### config.mk
export PLATFORM = sky130hd
export DESIGN_NAME = mem_ctrl_flat
export DESIGN_NICKNAME = d
export VERILOG_FILES = /design/src/rtl/mem_ctrl_if.sv /design/src/rtl/mem_ctrl.sv /design/src/flat_wrapper.sv
export SDC_FILE = /design/constraint.sdc
export NUM_CORES = 1
export LEC_CHECK = 0
export BUFFER_PORTS_ARGS = -buffer_cell sky130_fd_sc_hd__buf_4
export CORE_UTILIZATION = 35
export DETAILED_ROUTE_END_ITERATION = 12
export GPL_TIMING_DRIVEN = 0
export HOLD_SLACK_MARGIN = 0.12
export SLEW_MARGIN = 25
export SYNTH_ARGS = -nofsm -noshare
export SYNTH_HDL_FRONTEND = slang
export SYNTH_SLANG_ARGS = --single-unit
### constraint.sdc
create_clock -name clk -period 3 [get_ports clk]
set_input_delay 0 -clock clk [delete_from_list [all_inputs] [get_ports clk]]
set_output_delay 0 -clock clk [all_outputs]
set_load 0.02 [all_outputs]
### src/rtl/mem_ctrl_if.sv
// Bus bundle between the IF/MEM pipeline stages, the RAM port and mem_ctrl.
// The slave view belongs to the controller; the master view drives it.
interface mem_ctrl_if #(
    parameter int ADDR_W = 32
);
    logic              if_req;
    logic [31:0]       if_addr;
    logic [31:0]       if_data;
    logic              if_done;
    logic              mem_req;
    logic              mem_we;
    logic [1:0]        mem_size;
    logic [31:0]       mem_addr;
    logic [31:0]       mem_wdata;
    logic [31:0]       mem_rdata;
    logic              mem_done;
    logic              stall_req;
    logic [ADDR_W-1:0] ram_addr;
    logic              ram_wr;
    logic [7:0]        ram_dout;
    logic [7:0]        ram_din;

    modport slave (
        input  if_req, if_addr, mem_req, mem_we, mem_size, mem_addr, mem_wdata, ram_din,
        output if_data, if_done, mem_rdata, mem_done, stall_req, ram_addr, ram_wr, ram_dout
    );

    modport master (
        output if_req, if_addr, mem_req, mem_we, mem_size, mem_addr, mem_wdata, ram_din,
        input  if_data, if_done, mem_rdata, mem_done, stall_req, ram_addr, ram_wr, ram_dout
    );
endinterface

### src/rtl/mem_ctrl.sv
// Byte-serial RAM port arbiter: round-robin between instruction fetch and load/store,
// splitting each access into 1/2/4 byte cycles and assembling reads little-endian.
module mem_ctrl #(
    parameter int ADDR_W = 32
) (
    input  logic       clk,
    input  logic       rst,
    mem_ctrl_if.slave  bus
);
    typedef enum logic [1:0] {IDLE, RD, WR, DONE} state_t;

    state_t            state_reg, state_next;
    logic              owner_reg, owner_next;          // 1 = MEM stage owns the port
    logic              last_grant_reg, last_grant_next;
    logic [2:0]        len_reg, len_next;
    logic [2:0]        cnt_reg, cnt_next;
    logic [31:0]       wdata_reg, wdata_next;
    logic [31:0]       rdata_reg, rdata_next;
    logic [ADDR_W-1:0] ram_addr_reg, ram_addr_next;
    logic              ram_wr_reg, ram_wr_next;
    logic [7:0]        ram_dout_reg, ram_dout_next;

    logic              grant_mem;
    logic [2:0]        mem_len;
    logic [2:0]        cnt_inc;
    logic [3:0]        lane_hit;

    // RAM data trails the address by one cycle, so lane k loads when the counter reads k+1.
    for (genvar gi = 0; gi < 4; gi++) begin : g_lane
        assign lane_hit[gi] = (state_reg == RD) && (cnt_reg == 3'(gi + 1));
    end

    assign grant_mem = bus.mem_req & (~bus.if_req | ~last_grant_reg);
    assign cnt_inc   = cnt_reg + 3'd1;

    always_comb begin
        case (bus.mem_size)
            2'd0:    mem_len = 3'd1;
            2'd1:    mem_len = 3'd2;
            default: mem_len = 3'd4;
        endcase
    end

    always_ff @(posedge clk) begin
        if (rst) begin
            state_reg      <= IDLE;
            owner_reg      <= 1'b0;
            last_grant_reg <= 1'b0;
            len_reg        <= '0;
            cnt_reg        <= '0;
            wdata_reg      <= '0;
            rdata_reg      <= '0;
            ram_addr_reg   <= '0;
            ram_wr_reg     <= 1'b0;
            ram_dout_reg   <= '0;
        end else begin
            state_reg      <= state_next;
            owner_reg      <= owner_next;
            last_grant_reg <= last_grant_next;
            len_reg        <= len_next;
            cnt_reg        <= cnt_next;
            wdata_reg      <= wdata_next;
            rdata_reg      <= rdata_next;
            ram_addr_reg   <= ram_addr_next;
            ram_wr_reg     <= ram_wr_next;
            ram_dout_reg   <= ram_dout_next;
        end
    end

    always_comb begin
        state_next      = state_reg;
        owner_next      = owner_reg;
        last_grant_next = last_grant_reg;
        len_next        = len_reg;
        cnt_next        = cnt_reg;
        wdata_next      = wdata_reg;
        rdata_next      = rdata_reg;
        ram_addr_next   = ram_addr_reg;
        ram_wr_next     = 1'b0;
        ram_dout_next   = ram_dout_reg;

        for (int i = 0; i < 4; i++) begin
            if (lane_hit[i]) rdata_next[8*i +: 8] = bus.ram_din;
        end

        case (state_reg)
            IDLE: begin
                if (bus.if_req || bus.mem_req) begin
                    owner_next    = grant_mem;
                    len_next      = grant_mem ? mem_len : 3'd4;
                    cnt_next      = '0;
                    rdata_next    = '0;
                    ram_addr_next = grant_mem ? ADDR_W'(bus.mem_addr) : ADDR_W'(bus.if_addr);
                    if (grant_mem && bus.mem_we) begin
                        // Byte 0 goes out with the first address; the rest shift down behind it.
                        ram_wr_next   = 1'b1;
                        ram_dout_next = bus.mem_wdata[7:0];
                        wdata_next    = {8'h00, bus.mem_wdata[31:8]};
                        state_next    = WR;
                    end else begin
                        wdata_next    = '0;
                        state_next    = RD;
                    end
                end
            end
            WR: begin
                if (cnt_inc < len_reg) begin
                    ram_addr_next = ram_addr_reg + ADDR_W'(1);
                    ram_wr_next   = 1'b1;
                    ram_dout_next = wdata_reg[7:0];
                    wdata_next    = {8'h00, wdata_reg[31:8]};
                    cnt_next      = cnt_inc;
                end else begin
                    state_next    = DONE;
                end
            end
            RD: begin
                if (cnt_reg == len_reg) begin
                    state_next = DONE;
                end else begin
                    cnt_next = cnt_inc;
                    if (cnt_inc < len_reg) ram_addr_next = ram_addr_reg + ADDR_W'(1);
                end
            end
            DONE: begin
                last_grant_next = owner_reg;
                state_next      = IDLE;
            end
            default: state_next = IDLE;
        endcase
    end

    assign bus.if_done   = (state_reg == DONE) & ~owner_reg;
    assign bus.mem_done  = (state_reg == DONE) &  owner_reg;
    assign bus.if_data   = bus.if_done  ? rdata_reg : '0;
    assign bus.mem_rdata = bus.mem_done ? rdata_reg : '0;
    assign bus.stall_req = (bus.if_req & ~bus.if_done) | (bus.mem_req & ~bus.mem_done);
    assign bus.ram_addr  = ram_addr_reg;
    assign bus.ram_wr    = ram_wr_reg;
    assign bus.ram_dout  = ram_dout_reg;
endmodule

### src/flat_wrapper.sv
// flat-port wrapper written by rule: the top's interface ports become plain ports
module mem_ctrl_flat 
#(
    parameter int ADDR_W = 32
)
  (clk, rst, bus_if_req, bus_if_addr, bus_mem_req, bus_mem_we, bus_mem_size, bus_mem_addr, bus_mem_wdata, bus_ram_din, bus_if_data, bus_if_done, bus_mem_rdata, bus_mem_done, bus_stall_req, bus_ram_addr, bus_ram_wr, bus_ram_dout);
  mem_ctrl_if #(.ADDR_W(ADDR_W)) bus_i ();
  input  logic clk;
  input  logic rst;
  input wire logic [$bits(bus_i.if_req)-1:0] bus_if_req;
  input wire logic [$bits(bus_i.if_addr)-1:0] bus_if_addr;
  input wire logic [$bits(bus_i.mem_req)-1:0] bus_mem_req;
  input wire logic [$bits(bus_i.mem_we)-1:0] bus_mem_we;
  input wire logic [$bits(bus_i.mem_size)-1:0] bus_mem_size;
  input wire logic [$bits(bus_i.mem_addr)-1:0] bus_mem_addr;
  input wire logic [$bits(bus_i.mem_wdata)-1:0] bus_mem_wdata;
  input wire logic [$bits(bus_i.ram_din)-1:0] bus_ram_din;
  output wire logic [$bits(bus_i.if_data)-1:0] bus_if_data;
  output wire logic [$bits(bus_i.if_done)-1:0] bus_if_done;
  output wire logic [$bits(bus_i.mem_rdata)-1:0] bus_mem_rdata;
  output wire logic [$bits(bus_i.mem_done)-1:0] bus_mem_done;
  output wire logic [$bits(bus_i.stall_req)-1:0] bus_stall_req;
  output wire logic [$bits(bus_i.ram_addr)-1:0] bus_ram_addr;
  output wire logic [$bits(bus_i.ram_wr)-1:0] bus_ram_wr;
  output wire logic [$bits(bus_i.ram_dout)-1:0] bus_ram_dout;
  assign bus_i.if_req = bus_if_req;
  assign bus_i.if_addr = bus_if_addr;
  assign bus_i.mem_req = bus_mem_req;
  assign bus_i.mem_we = bus_mem_we;
  assign bus_i.mem_size = bus_mem_size;
  assign bus_i.mem_addr = bus_mem_addr;
  assign bus_i.mem_wdata = bus_mem_wdata;
  assign bus_i.ram_din = bus_ram_din;
  assign bus_if_data = bus_i.if_data;
  assign bus_if_done = bus_i.if_done;
  assign bus_mem_rdata = bus_i.mem_rdata;
  assign bus_mem_done = bus_i.mem_done;
  assign bus_stall_req = bus_i.stall_req;
  assign bus_ram_addr = bus_i.ram_addr;
  assign bus_ram_wr = bus_i.ram_wr;
  assign bus_ram_dout = bus_i.ram_dout;
  mem_ctrl #(.ADDR_W(ADDR_W)) u_core (.clk(clk), .rst(rst), .bus(bus_i));
endmodule
==> results_dict.tcl <==
set metrics [dict create \
    finalWorstSetupSlack_ns 0.136 \
    async_flop_share_pct 0 \
    antenna_cells 0 \
    vias_per_cell 5.39 \
    fin_nets 1254 \
    critPathMaxFanout 10 \
    yosys_warnings 0 \
    status "finished, final reports clean" \
    place_area_um2 7970 \
    synth_edf_count 0 \
    min_from "bus_mem_addr[15]" \
    antenna_found_initial 0 \
    p_leak_nw 3.94 \
    grt_pass1_wl_mm 36.5 \
    setup_violations 0 \
    start_util_pct 36.1 \
    gr-usage-all-layers_pct 26.0 \
    drive_gt1_share_pct 22.8 \
    cellPowerDensity_nw_per_um2 786 \
    dieArea_um2 17800 \
    fin_crit_sh_pct 95.5 \
    dieHeight_um 134 \
    vias 7297 \
    finalHoldViolations 0 \
    root_buffer "clkbuf_16" \
    grt_pass1_vias 7007 \
    grt_max_degree 20 \
    cp.required_ns 3.25 \
    cp-end-kind "flip-flop" \
    internal_power_mw 3.85 \
    slew_viol_final 0 \
    ioPinCount 219 \
    wl_per_cell_um 17.2 \
    place.detailed.hpwl_mm 16.8 \
    dp_cells 1253 \
    cts_sinks 107 \
    io_buffers 218 \
    avgSynthCellArea_um2 7.43 \
    synth_seq_area_share_pct 35.4 \
    synth.top_cell.area_share_pct 35.4 \
    timing.rr.start "u_core.state_reg[0]" \
    coreArea_um2 16800 \
    ys_top_cells_by_area "dfxtp_1, a21oi_1, nand2_1, nand3_1, and3_1" \
    drtAntennaViolNets 0 \
    min_path_type "in2reg" \
    drc 0 \
    p_switching_mw 3.37 \
    path_cells "inv_1 > ha_1 > clkbuf_1 > inv_1 > clkbuf_1 > buf_1 > nand3_1 > o211ai_1 > a21oi_1" \
    fmax_ghz 0.349 \
    crit_start "u_core.state_reg[0]" \
    synthTopCellsByCount "nand2_1, dfxtp_1, a21oi_1, nand3_1, clkbuf_1" \
    period_minus_slack_ns 2.86 \
    startpoint_type "flip-flop" \
    num_rows 47 \
    p_comb_share_pct 52.4 \
    fin_cells 1354 \
    seq_power_share_pct 28.9 \
    p_clk_share_pct 18.7 \
    crit_family "buffers and inverters" \
    nFillCells 1644 \
    synth_area_leader_cell "dfxtp_1" \
    synth-seq-cells 107 \
    dp_slack_ns -0.109 \
    cts_buffers 9 \
    max_slew_margin_pct 31.9 \
    crit_type "reg2reg" \
    cts_setup_buffers 0 \
    htree_num_levels 3 \
    slowest_stage "clkbuf_1" \
    synth.most_common_cell "nand2_1" \
    rsz0062_at_grt "false" \
    whs_ns 0.123 \
    dr.pass1.iters 5 \
    syn_area_um2 6060 \
    syn_nets 940 \
    peakVddDrop_uv 496 \
    cp_num_buf_inv 5 \
    drv_cap 0 \
    areaGrowthSynthToFinish_pct 51.6 \
    clk_pin_slew_ns 0.08 \
    worstMarginPinSlew_ns 1.01 \
    ys.flop_type "dfxtp_1" \
    clock_skew_ns 0.0127 \
    ys_types 53 \
    final_util_pct 54.8 \
    critPathMaxStageDelay_ns 0.51 \
    switching_share_pct 46.6 \
    overflow 0 \
    cts_tree "yes" \
    finalWeightedCongestion 0.905 \
    stdcell_area_um2 9190 \
    drtIter0Drc 422 \
    critical_path_arrival_ns 3.11 \
    die_x_um 134 \
    worstSkewPairLatency_ns 0.37 \
    synthCells 815 \
    cts_buffer_depth 2 \
    routed_wl_mm 23.3 \
]
timing repair:
action | in CTS | in global routing
setup endpoints to repair | 16 | 55
gates resized for setup | 6 | 4
endpoints found under the hold margin | 91 | 0
hold buffers | 86 | 0
path summary, 6_finish.rpt:
path / to / cells after the start / slack (ns)
setup / recovery: u_core.bus.ram_addr[23] / 9 / 0.14
hold / removal: u_core.bus.ram_addr[15] / 5 / 0.12
setup reg to reg: u_core.bus.ram_addr[23] / 9 / 0.14
hold reg to reg: u_core.wdata_reg[16] / 2 / 0.46
worst min-delay path: cells and delay by family:
family          cells  cell delay (ns)
buf+inv             1             0.11
simple gates        1             0.05
compound gates      3             0.29
routing by layer:
metal | up-vias | share of wire [%] | track usage (%) | wire (um)
li1 | 3573 | - | - | -
met1 | 3352 | 44 | 33.6 | 10300
met2 | 320 | 45 | 41.7 | 10500
met3 | 52 | 7.4 | 4.79 | 1730
met4 | 0 | 3.3 | 12.4 | 757
met5 | - | 0 | 0 | 0
cells in the final DEF (no fill, tap or decap), drive strengths merged, types with 2 or more instances in the layout:
cell type / synthesis / final
buf: 15 / 233
nand2: 115 / 115
dfxtp: 107 / 107
a21oi: 91 / 91
dlygate4sd3: 0 / 86
nand3: 59 / 59
clkbuf: 51 / 59
nor2: 47 / 47
and3: 43 / 43
and2: 41 / 41
o21ai: 38 / 38
nor3: 35 / 35
mux2i: 23 / 23
inv: 16 / 19
a221oi: 17 / 17
nand4: 16 / 16
ha: 14 / 14
a211oi: 13 / 13
a2111oi: 9 / 9
a31oi: 7 / 7
and4: 6 / 6
nor2b: 5 / 5
o31ai: 5 / 5
o21a: 4 / 4
nor4: 4 / 4
or3: 3 / 3
or4: 3 / 3
a31o: 3 / 3
nand3b: 3 / 3
o211ai: 3 / 3
xnor2: 2 / 2
nor3b: 2 / 2
o22ai: 2 / 2
clkinv: 0 / 2
bufinv: 0 / 2
cell families after synthesis:
logic type	Yosys count	share of synthesized area (%)
AO/OA/AOI/OAI	204	20.8
XOR/XNOR	2	0.289
adder cells (fa/ha/maj)	14	2.89
buffers and inverters	82	5.29
flip-flops	107	35.4
multiplexers	23	3.80
AND/OR/NAND/NOR	383	31.6
power groups by stage:
stage | logic [mW] | clock network, mW | registers, mW
detailed placement | 3.56 | 0 | 2.10
global route | 4.14 | 1.43 | 2.13
global placement | 3.56 | 0 | 2.10
floorplan | 2.08 | 0 | 2.24
CTS | 3.72 | 1.38 | 2.08
finish | 3.78 | 1.35 | 2.08
stage by stage:
stage	setup TNS, ns	total power [mW]
2_1_floorplan	0	4.32
3_3_place_gp	-0.679	5.66
3_5_place_dp	-0.860	5.66
4_1_cts	0	7.17
5_1_grt	0	7.69
6_report	0	7.22
area by class of cell:
class	count	area, um2	area share, %
Clock buffer	9	225	2.45
Tap cell	220	275	3.00
Buffer	65	259	2.82
Inverter	16	60.1	0.654
Timing Repair Buffer	304	2500	27.2
Multi-Input combinational cell	626	3620	39.4
Sequential cell	107	2140	23.3
Clock inverter	7	106	1.16
(Power assumes the default switching activity.)
